<file path="config.mk">
export PLATFORM = sky130hd
export DESIGN_NAME = blit_sdram_arb_flat
export DESIGN_NICKNAME = d
export VERILOG_FILES = /design/src/rtl/blit_sdram_arb_pkg.sv /design/src/rtl/blit_sdram_arb_if.sv /design/src/rtl/blit_sdram_arb.sv /design/src/flat_wrapper.sv
export SDC_FILE = /design/constraint.sdc
export NUM_CORES = 1
export LEC_CHECK = 0
export BUFFER_PORTS_ARGS = -buffer_cell sky130_fd_sc_hd__buf_2
export CAP_MARGIN = 10
export CORE_AREA = 2 2 120 122
export CTS_BUF_LIST = sky130_fd_sc_hd__clkbuf_8
export CTS_CLUSTER_DIAMETER = 50
export DETAILED_ROUTE_END_ITERATION = 10
export DIE_AREA = 0 0 122 124
export PLACE_DENSITY = 0.46
export SYNTH_ARGS = -nofsm -noshare
export SYNTH_HDL_FRONTEND = slang
export SYNTH_SLANG_ARGS = --single-unit
</file>
<file path="constraint.sdc">
create_clock -name clock -period 1.7 [get_ports clock]
set_input_delay 0.17 -clock clock [delete_from_list [all_inputs] [get_ports clock]]
set_output_delay 0.17 -clock clock [all_outputs]
set_load 0.05 [all_outputs]
</file>
<file path="src/rtl/blit_sdram_arb_pkg.sv">
// Shared types for the blitter SDRAM port arbiter: FSM state encoding and the
// write-streak counter helpers.
package blit_sdram_arb_pkg;

  typedef enum logic [1:0] {
    ARB_IDLE    = 2'd0,
    ARB_WR      = 2'd1,
    ARB_RD      = 2'd2,
    ARB_RD_WAIT = 2'd3
  } blit_arb_state_t;

  localparam int         STREAK_W   = 8;
  localparam logic [7:0] STREAK_SAT = 8'hFF;

  // Increment that sticks at the top of the counter range instead of wrapping.
  function automatic logic [STREAK_W-1:0] streak_inc(input logic [STREAK_W-1:0] cnt);
    return (cnt == STREAK_SAT) ? cnt : cnt + 8'd1;
  endfunction

endpackage

</file>
<file path="src/rtl/blit_sdram_arb_if.sv">
// One SDRAM-style request port. Handshake: master raises req with write/addr/
// wdata/byte_enable stable and holds them until the slave pulses ack for one
// cycle; read beats return later on rdata/rdvalid, finished by complete.
interface blit_sdram_arb_if #(
  parameter int ADDR_W = 26
);
  logic              req;
  logic              write;
  logic [ADDR_W-1:0] addr;
  logic [31:0]       wdata;
  logic [3:0]        byte_enable;
  logic              ack;
  logic [31:0]       rdata;
  logic              rdvalid;
  logic              complete;

  modport master (
    output req, write, addr, wdata, byte_enable,
    input  ack, rdata, rdvalid, complete
  );

  modport slave (
    input  req, write, addr, wdata, byte_enable,
    output ack, rdata, rdvalid, complete
  );
endinterface

</file>
<file path="src/rtl/blit_sdram_arb.sv">
// Arbitrates the blitter write port and source-read port onto one SDRAM master
// port, keeping reads ordered after accepted writes and bounding write streaks.
module blit_sdram_arb
  import blit_sdram_arb_pkg::*;
#(
  parameter int MAX_WR_STREAK = 8,
  parameter int ADDR_W        = 26
) (
  input  logic                  clock,
  input  logic                  reset,
  blit_sdram_arb_if.slave       blitw,
  blit_sdram_arb_if.slave       blitr,
  blit_sdram_arb_if.master      sdram,
  output logic                  arb_busy,
  output blit_arb_state_t       dbg_state,
  output logic [STREAK_W-1:0]   dbg_streak
);

  localparam logic [STREAK_W-1:0] MAX_STREAK = STREAK_W'(MAX_WR_STREAK);

  blit_arb_state_t       state_q, state_d;
  logic [STREAK_W-1:0]   streak_q, streak_d;
  logic [ADDR_W-1:0]     addr_mux;
  logic                  unused_inputs;

  always_comb begin
    state_d  = state_q;
    streak_d = streak_q;
    case (state_q)
      ARB_IDLE: begin
        // Writes go first unless they have already held off a waiting read long enough.
        if (blitw.req && blitr.req) begin
          state_d = (streak_q >= MAX_STREAK) ? ARB_RD : ARB_WR;
        end else if (blitw.req) begin
          state_d = ARB_WR;
        end else if (blitr.req) begin
          state_d = ARB_RD;
        end
      end
      ARB_WR: begin
        if (sdram.ack) begin
          state_d  = ARB_IDLE;
          streak_d = blitr.req ? streak_inc(streak_q) : '0;
        end
      end
      ARB_RD: begin
        if (sdram.ack) begin
          state_d  = ARB_RD_WAIT;
          streak_d = '0;
        end
      end
      ARB_RD_WAIT: begin
        if (sdram.complete) state_d = ARB_IDLE;
      end
      default: state_d = ARB_IDLE;
    endcase
  end

  always_ff @(posedge clock) begin
    if (reset) begin
      state_q  <= ARB_IDLE;
      streak_q <= '0;
    end else begin
      state_q  <= state_d;
      streak_q <= streak_d;
    end
  end

  always_comb begin
    addr_mux = '0;
    if (state_q == ARB_WR)      addr_mux = blitw.addr;
    else if (state_q == ARB_RD) addr_mux = blitr.addr;
  end

  assign sdram.req         = (state_q == ARB_WR) || (state_q == ARB_RD);
  assign sdram.write       = (state_q == ARB_WR);
  assign sdram.addr        = addr_mux;
  assign sdram.wdata       = (state_q == ARB_WR) ? blitw.wdata : 32'h0;
  assign sdram.byte_enable = (state_q == ARB_WR) ? blitw.byte_enable :
                             (state_q == ARB_RD) ? 4'hF : 4'h0;

  // A downstream ack only counts while a request is actually being presented.
  assign blitw.ack = (state_q == ARB_WR) && sdram.ack;
  assign blitr.ack = (state_q == ARB_RD) && sdram.ack;

  assign blitr.rdata    = sdram.rdata;
  assign blitr.rdvalid  = sdram.rdvalid;
  assign blitr.complete = sdram.complete;

  assign blitw.rdata    = 32'h0;
  assign blitw.rdvalid  = 1'b0;
  assign blitw.complete = 1'b0;

  assign arb_busy   = (state_q != ARB_IDLE);
  assign dbg_state  = state_q;
  assign dbg_streak = streak_q;

  assign unused_inputs = ^{blitw.write, blitr.write, blitr.wdata, blitr.byte_enable};

endmodule

</file>
<file path="src/flat_wrapper.sv">
// flat-port wrapper written by rule: the top's interface ports become plain ports
module blit_sdram_arb_flat import blit_sdram_arb_pkg::*;
#(
  parameter int MAX_WR_STREAK = 8,
  parameter int ADDR_W        = 26
)
  (clock, reset, arb_busy, dbg_state, dbg_streak, blitw_req, blitw_write, blitw_addr, blitw_wdata, blitw_byte_enable, blitw_ack, blitw_rdata, blitw_rdvalid, blitw_complete, blitr_req, blitr_write, blitr_addr, blitr_wdata, blitr_byte_enable, blitr_ack, blitr_rdata, blitr_rdvalid, blitr_complete, sdram_req, sdram_write, sdram_addr, sdram_wdata, sdram_byte_enable, sdram_ack, sdram_rdata, sdram_rdvalid, sdram_complete);
  blit_sdram_arb_if #(.ADDR_W(ADDR_W)) blitw_i ();
  blit_sdram_arb_if #(.ADDR_W(ADDR_W)) blitr_i ();
  blit_sdram_arb_if #(.ADDR_W(ADDR_W)) sdram_i ();
  input  logic clock;
  input  logic reset;
  output logic arb_busy;
  output blit_arb_state_t dbg_state;
  output logic [STREAK_W-1:0] dbg_streak;
  input wire logic [$bits(blitw_i.req)-1:0] blitw_req;
  input wire logic [$bits(blitw_i.write)-1:0] blitw_write;
  input wire logic [$bits(blitw_i.addr)-1:0] blitw_addr;
  input wire logic [$bits(blitw_i.wdata)-1:0] blitw_wdata;
  input wire logic [$bits(blitw_i.byte_enable)-1:0] blitw_byte_enable;
  output wire logic [$bits(blitw_i.ack)-1:0] blitw_ack;
  output wire logic [$bits(blitw_i.rdata)-1:0] blitw_rdata;
  output wire logic [$bits(blitw_i.rdvalid)-1:0] blitw_rdvalid;
  output wire logic [$bits(blitw_i.complete)-1:0] blitw_complete;
  input wire logic [$bits(blitr_i.req)-1:0] blitr_req;
  input wire logic [$bits(blitr_i.write)-1:0] blitr_write;
  input wire logic [$bits(blitr_i.addr)-1:0] blitr_addr;
  input wire logic [$bits(blitr_i.wdata)-1:0] blitr_wdata;
  input wire logic [$bits(blitr_i.byte_enable)-1:0] blitr_byte_enable;
  output wire logic [$bits(blitr_i.ack)-1:0] blitr_ack;
  output wire logic [$bits(blitr_i.rdata)-1:0] blitr_rdata;
  output wire logic [$bits(blitr_i.rdvalid)-1:0] blitr_rdvalid;
  output wire logic [$bits(blitr_i.complete)-1:0] blitr_complete;
  output wire logic [$bits(sdram_i.req)-1:0] sdram_req;
  output wire logic [$bits(sdram_i.write)-1:0] sdram_write;
  output wire logic [$bits(sdram_i.addr)-1:0] sdram_addr;
  output wire logic [$bits(sdram_i.wdata)-1:0] sdram_wdata;
  output wire logic [$bits(sdram_i.byte_enable)-1:0] sdram_byte_enable;
  input wire logic [$bits(sdram_i.ack)-1:0] sdram_ack;
  input wire logic [$bits(sdram_i.rdata)-1:0] sdram_rdata;
  input wire logic [$bits(sdram_i.rdvalid)-1:0] sdram_rdvalid;
  input wire logic [$bits(sdram_i.complete)-1:0] sdram_complete;
  assign blitw_i.req = blitw_req;
  assign blitw_i.write = blitw_write;
  assign blitw_i.addr = blitw_addr;
  assign blitw_i.wdata = blitw_wdata;
  assign blitw_i.byte_enable = blitw_byte_enable;
  assign blitw_ack = blitw_i.ack;
  assign blitw_rdata = blitw_i.rdata;
  assign blitw_rdvalid = blitw_i.rdvalid;
  assign blitw_complete = blitw_i.complete;
  assign blitr_i.req = blitr_req;
  assign blitr_i.write = blitr_write;
  assign blitr_i.addr = blitr_addr;
  assign blitr_i.wdata = blitr_wdata;
  assign blitr_i.byte_enable = blitr_byte_enable;
  assign blitr_ack = blitr_i.ack;
  assign blitr_rdata = blitr_i.rdata;
  assign blitr_rdvalid = blitr_i.rdvalid;
  assign blitr_complete = blitr_i.complete;
  assign sdram_req = sdram_i.req;
  assign sdram_write = sdram_i.write;
  assign sdram_addr = sdram_i.addr;
  assign sdram_wdata = sdram_i.wdata;
  assign sdram_byte_enable = sdram_i.byte_enable;
  assign sdram_i.ack = sdram_ack;
  assign sdram_i.rdata = sdram_rdata;
  assign sdram_i.rdvalid = sdram_rdvalid;
  assign sdram_i.complete = sdram_complete;
  blit_sdram_arb #(.MAX_WR_STREAK(MAX_WR_STREAK), .ADDR_W(ADDR_W)) u_core (.clock(clock), .reset(reset), .blitw(blitw_i), .blitr(blitr_i), .sdram(sdram_i), .arb_busy(arb_busy), .dbg_state(dbg_state), .dbg_streak(dbg_streak));
endmodule
</file>
# Yosys cells after proc, flatten, opt, wreduce, memory -nomap -nowiden

Index checks and enable logic that the tools add are counted.

Output and inout port bits: 145
Input port bits: 165
Bits in registers: 10

Add/sub/neg operators: 1
Reductions and logical operators: 9
Eq/ne operators: 9
Muxes and demuxes: 18
Magnitude comparators: 1

Operators with widths:

| cell                  | count |
|---|---|
| $mux W26              | 2 |
| $mux W32              | 1 |
| $mux W8               | 4 |
| $pmux W8 S2           | 1 |
| $mux W2               | 7 |
| $add A8 B1 Y8 const B | 1 |
| $eq A8 B8 Y1 const B  | 1 |
| $ge A8 B4 Y1 const B  | 1 |
| $mux W4               | 2 |
| $pmux W2 S4           | 1 |
| $reduce_and A4 Y1     | 2 |
| $eq A2 B2 Y1 const B  | 2 |
| $ne A2 B2 Y1 const B  | 2 |
| $ne A4 B3 Y1 const B  | 1 |
| $reduce_bool A2 Y1    | 2 |
| $logic_and A1 B1 Y1   | 3 |
| $ne A3 B3 Y1 const B  | 1 |
| $eq A2 B1 Y1 const B  | 1 |
| $logic_not A2 Y1      | 1 |
| $ne A2 B1 Y1 const B  | 1 |
| $logic_or A1 B1 Y1    | 1 |

# Logic depth before layout (Yosys ltp)

Word-level depth: 5
Depth in mapped cells: 7
Depth with buffers taken out: 6

# Worst setup path before layout

OpenSTA, ideal clock, no wires.

Kind: reg-to-output
From: register u_core.state_q[1] (netlist: u_core.dbg_state[1])
To: output port sdram_addr[19]
Slack: -0.901 ns
Stages on the path, launching flop included: 7
Buffers on the path: 2
Data arrival time: 2.431 ns
Cell sequence: dfxtp_1 -> inv_1 -> ha_1 -> clkbuf_1 -> nor2b_1 -> clkbuf_1 -> a22o_1

Elaborated cells between the ends (all ways): 4
Those cells by class: eq/ne (2); mux (2)

RTL lines:

| what                   | line                 | source |
|---|---|---|
| start, declared        | blit_sdram_arb.sv:21 | `blit_arb_state_t state_q, state_d;` |
| start signal, assigned | blit_sdram_arb.sv:64 | `state_q <= state_d;` |
| $eq A2 B1 Y1           | -                    |  |
| named net sdram_write  | flat_wrapper.sv:35   | `output wire logic [$bits(sdram_i.write)-1:0] sdram_write;` |
| $mux W26               | blit_sdram_arb.sv:71 | `if (state_q == ARB_WR) addr_mux = blitw.addr;` |
| end, declared          | flat_wrapper.sv:36   | `output wire logic [$bits(sdram_i.addr)-1:0] sdram_addr;` |

The timed path passes the listed nets, and every way through them passes these cells.

# Final worst setup path

From: register u_core.state_q[0] (netlist: u_core.dbg_state[0])
To: output port sdram_addr[0]

Cells in the longest elaborated chain, start to end: 3
Elaborated cells between the ends (all ways): 4
Those cells by class: eq/ne (2); mux (2)

Ends and longest elaborated chain:

| what         | line                 | source |
|---|---|---|
| $eq A2 B2 Y1 | blit_sdram_arb.sv:72 | `else if (state_q == ARB_RD) addr_mux = blitr.addr;` |
| $mux W26     | blit_sdram_arb.sv:72 |  |
| $mux W26 (*) | blit_sdram_arb.sv:71 |  |

Every way passes the cells marked *; elsewhere a longest branch is shown, timed or not.

==> out/results.ini <==
[place]
place_ws_ns = -0.00817
place_area_um2 = 2950
dp_hpwl_um = 5690
gp_congestion = 0.788
io_buffers = 171

[critical_path]
r2r-start = u_core.dbg_state[0]$_SDFFE_PP0P_
r2r_cells = 6
r2r-end = u_core.dbg_streak[3]$_SDFFE_PP0P_
end_kind = primary output
start_kind = flip-flop
critPathMaxFanout = 15
r2r_slack_ns = -0.07
cp_data_arrival_time_ns = 1.66
worstPathRequired_ns = 1.53
path_class = reg2out

[detailed_routing]
drtPass1Iterations = 4
drt_iter0_drc = 60
drt.antenna.violating_nets = 0
vias = 2128
routedWlPerCell_um = 13.4
viasPerCell = 3.79
drc = 0
wl_um = 7500

[logic_synthesis]
synth-edff-count = 0
yosysWarnings = 0
ys_ff_latch = 10
async_reset_ff_share_pct = 0
netlist_instances = 225
ys.flop_type = dfxtp_1
ys_seq_area_share_pct = 11.2
syn_avg_cell_area_um2 = 7.92
netlist_area_um2 = 1780
ys_types = 43

[die]
io_pins = 310
fp.dieH_um = 124
start_util_pct = 13.0
core_um2 = 13700
die_w_um = 122
dieArea_um2 = 15100
rows = 43

[clock_network]
clk_latency_ns = 0.24
cts_buffer_depth = 2
cts_tree = done
path_clk_slew_ns = 0.05
cts_max_level = 1
cts_made_buffers = 3
clkSinkCount = 10
cts-root-buf = clkbuf_8

[layout]
fin_area_um2 = 3710
layout_commonest_cell = buf_2
syn2layout_area_growth_pct = 108
seq_area_um2 = 211
multi_input_area_um2 = 1490
nFillCells = 1446
final_cell_mix = buf_2 (107), buf_8 (40), conb_1 (34)
final_layout_size_suffix_gt1_share_pct = 77.4
nets = 552

[global_route]
grt_max_degree = 65
antenna_found_initial = 1
grt_pass1_vias = 1924
grt_use_total_pct = 7.65
grt_overflow = 0
grt_pass1_wl_um = 9340

[sta]
post-route-min-period_ns = 1.83
hold_viol_final = 0
maxSlewViolCount = 0
timing.final.crit_share_pct = 108
rsz0062_at_grt = true
skew_ns = 0.00335
setup_viol = 42
fmax_mhz = 547
setup_ws_ns = -0.129

[min_path]
holdPathStages = 2
hp-start = reset
whs_endpoint = u_core.dbg_state[0]$_SDFFE_PP0P_
hold_class = in2reg

[outcome]
violations = negative setup slack
status = complete, but fails checks

[power]
power_density_nw_per_um2 = 1840
ir_drop_mv = 0.459
leakage_nw = 1.85

[flow_run]
max_cap_viol_count = 0

## metrics by stage
step / cells / setup TNS [ns] / utilization (%) / hold slack, ns / power (mW)
CTS: 551 / -6.66 / 24.8 / 0.217 / 6.25
global placement: 547 / 0 / 21.5 / 0.340 / 5.21
floorplan: 258 / -1.24 / - / 0.227 / 4.51
detailed placement: 547 / -0.00817 / 21.5 / 0.340 / 5.24
global route: 561 / -7.78 / 27.1 / 0.242 / 7.14
finish: 561 / -3.60 / 27.1 / 0.232 / 6.84
## worst max-delay path by stage
stage                                           startpoint                                 to  depth (start not counted)
final                     u_core.dbg_state[0]$_SDFFE_PP0P_                      sdram_addr[0]                          7
after global routing      u_core.dbg_state[0]$_SDFFE_PP0P_                      sdram_addr[8]                          7
after CTS                 u_core.dbg_state[1]$_SDFFE_PP0P_                    sdram_wdata[22]                          5
after detailed placement  u_core.dbg_state[1]$_SDFFE_PP0P_  u_core.dbg_streak[3]$_SDFFE_PP0P_                          6
after global placement    u_core.dbg_state[1]$_SDFFE_PP0P_  u_core.dbg_streak[5]$_SDFFE_PP0P_                          6
after floorplan           u_core.dbg_state[0]$_SDFFE_PP0P_  u_core.dbg_streak[3]$_SDFFE_PP0P_                          7
## power by group
group          switching, mW  internal (mW)
sequential            0.0447          0.281
combinational           3.63           2.62
clock                  0.103          0.159
total                   3.78           3.06
## cells in the mapped netlist (2+ instances only)
master / number / share of area [%]
buf_4: 68 / 29
and2_1: 34 / 12
a22o_1: 26 / 13
dfxtp_1: 10 / 11
clkbuf_1: 9 / 1.9
inv_1: 8 / 1.7
ha_1: 6 / 4.2
nand2_1: 6 / 1.3
nand3_1: 6 / 1.7
a21o_1: 5 / 2.1
nor2_1: 5 / 1.1
a31oi_1: 3 / 1.1
buf_6: 3 / 1.9
nand2b_1: 2 / 0.70
nand4_1: 2 / 0.70
nor3_1: 2 / 0.56
o211ai_1: 2 / 0.84
o21ai_1: 2 / 0.56
or3_1: 2 / 0.70
## worst max-delay path, cell delays in order, from the launching register on
cell and delay (ns):
dfxtp_4 0.38, clkinv_4 0.07, ha_4 0.17, buf_6 0.11, nor2b_4 0.14, buf_12 0.16
a22o_4 0.23, buf_8 0.15
## sequential cells by signal, indices dropped and copies added, names as in the netlist
register and cells:
u_core.dbg_streak 8, u_core.dbg_state 2
## final cells by class
type	count	share of cell area, %
inverter	8	0.943
antenna	1	0.0674
clock inverter	1	0.101
tap	180	6.06
multi-input combinational	159	40.1
sequential	10	5.69
timing repair buffer	199	45.9
clock buffer	3	1.11
## per-layer routing
metal / track usage [%] / share of wire (%) / vias up
met1: 9.38 / 39 / 981
met3: 2.01 / 8.3 / 20
met4: 2.08 / 1.7 / 0
met5: 0 / 0 / -
li1: - / - / 997
met2: 13.2 / 51 / 130
## repair_timing
item	CTS	global route
setup endpoints to repair	66	70
buffers inserted	0	7
hold buffers	0	0
pin swaps	2	10
cloned	0	3
gates resized for setup	127	59
## kinds of logic after synthesis
family	synth area share [%]
adders and majority gates	4.21
buffers and inverters	34.3
AOI/OAI and AO/OA	29.0
DFF	11.2
other	0.210
and+or+nand+nor	21.0
(Power assumes the default switching activity.)
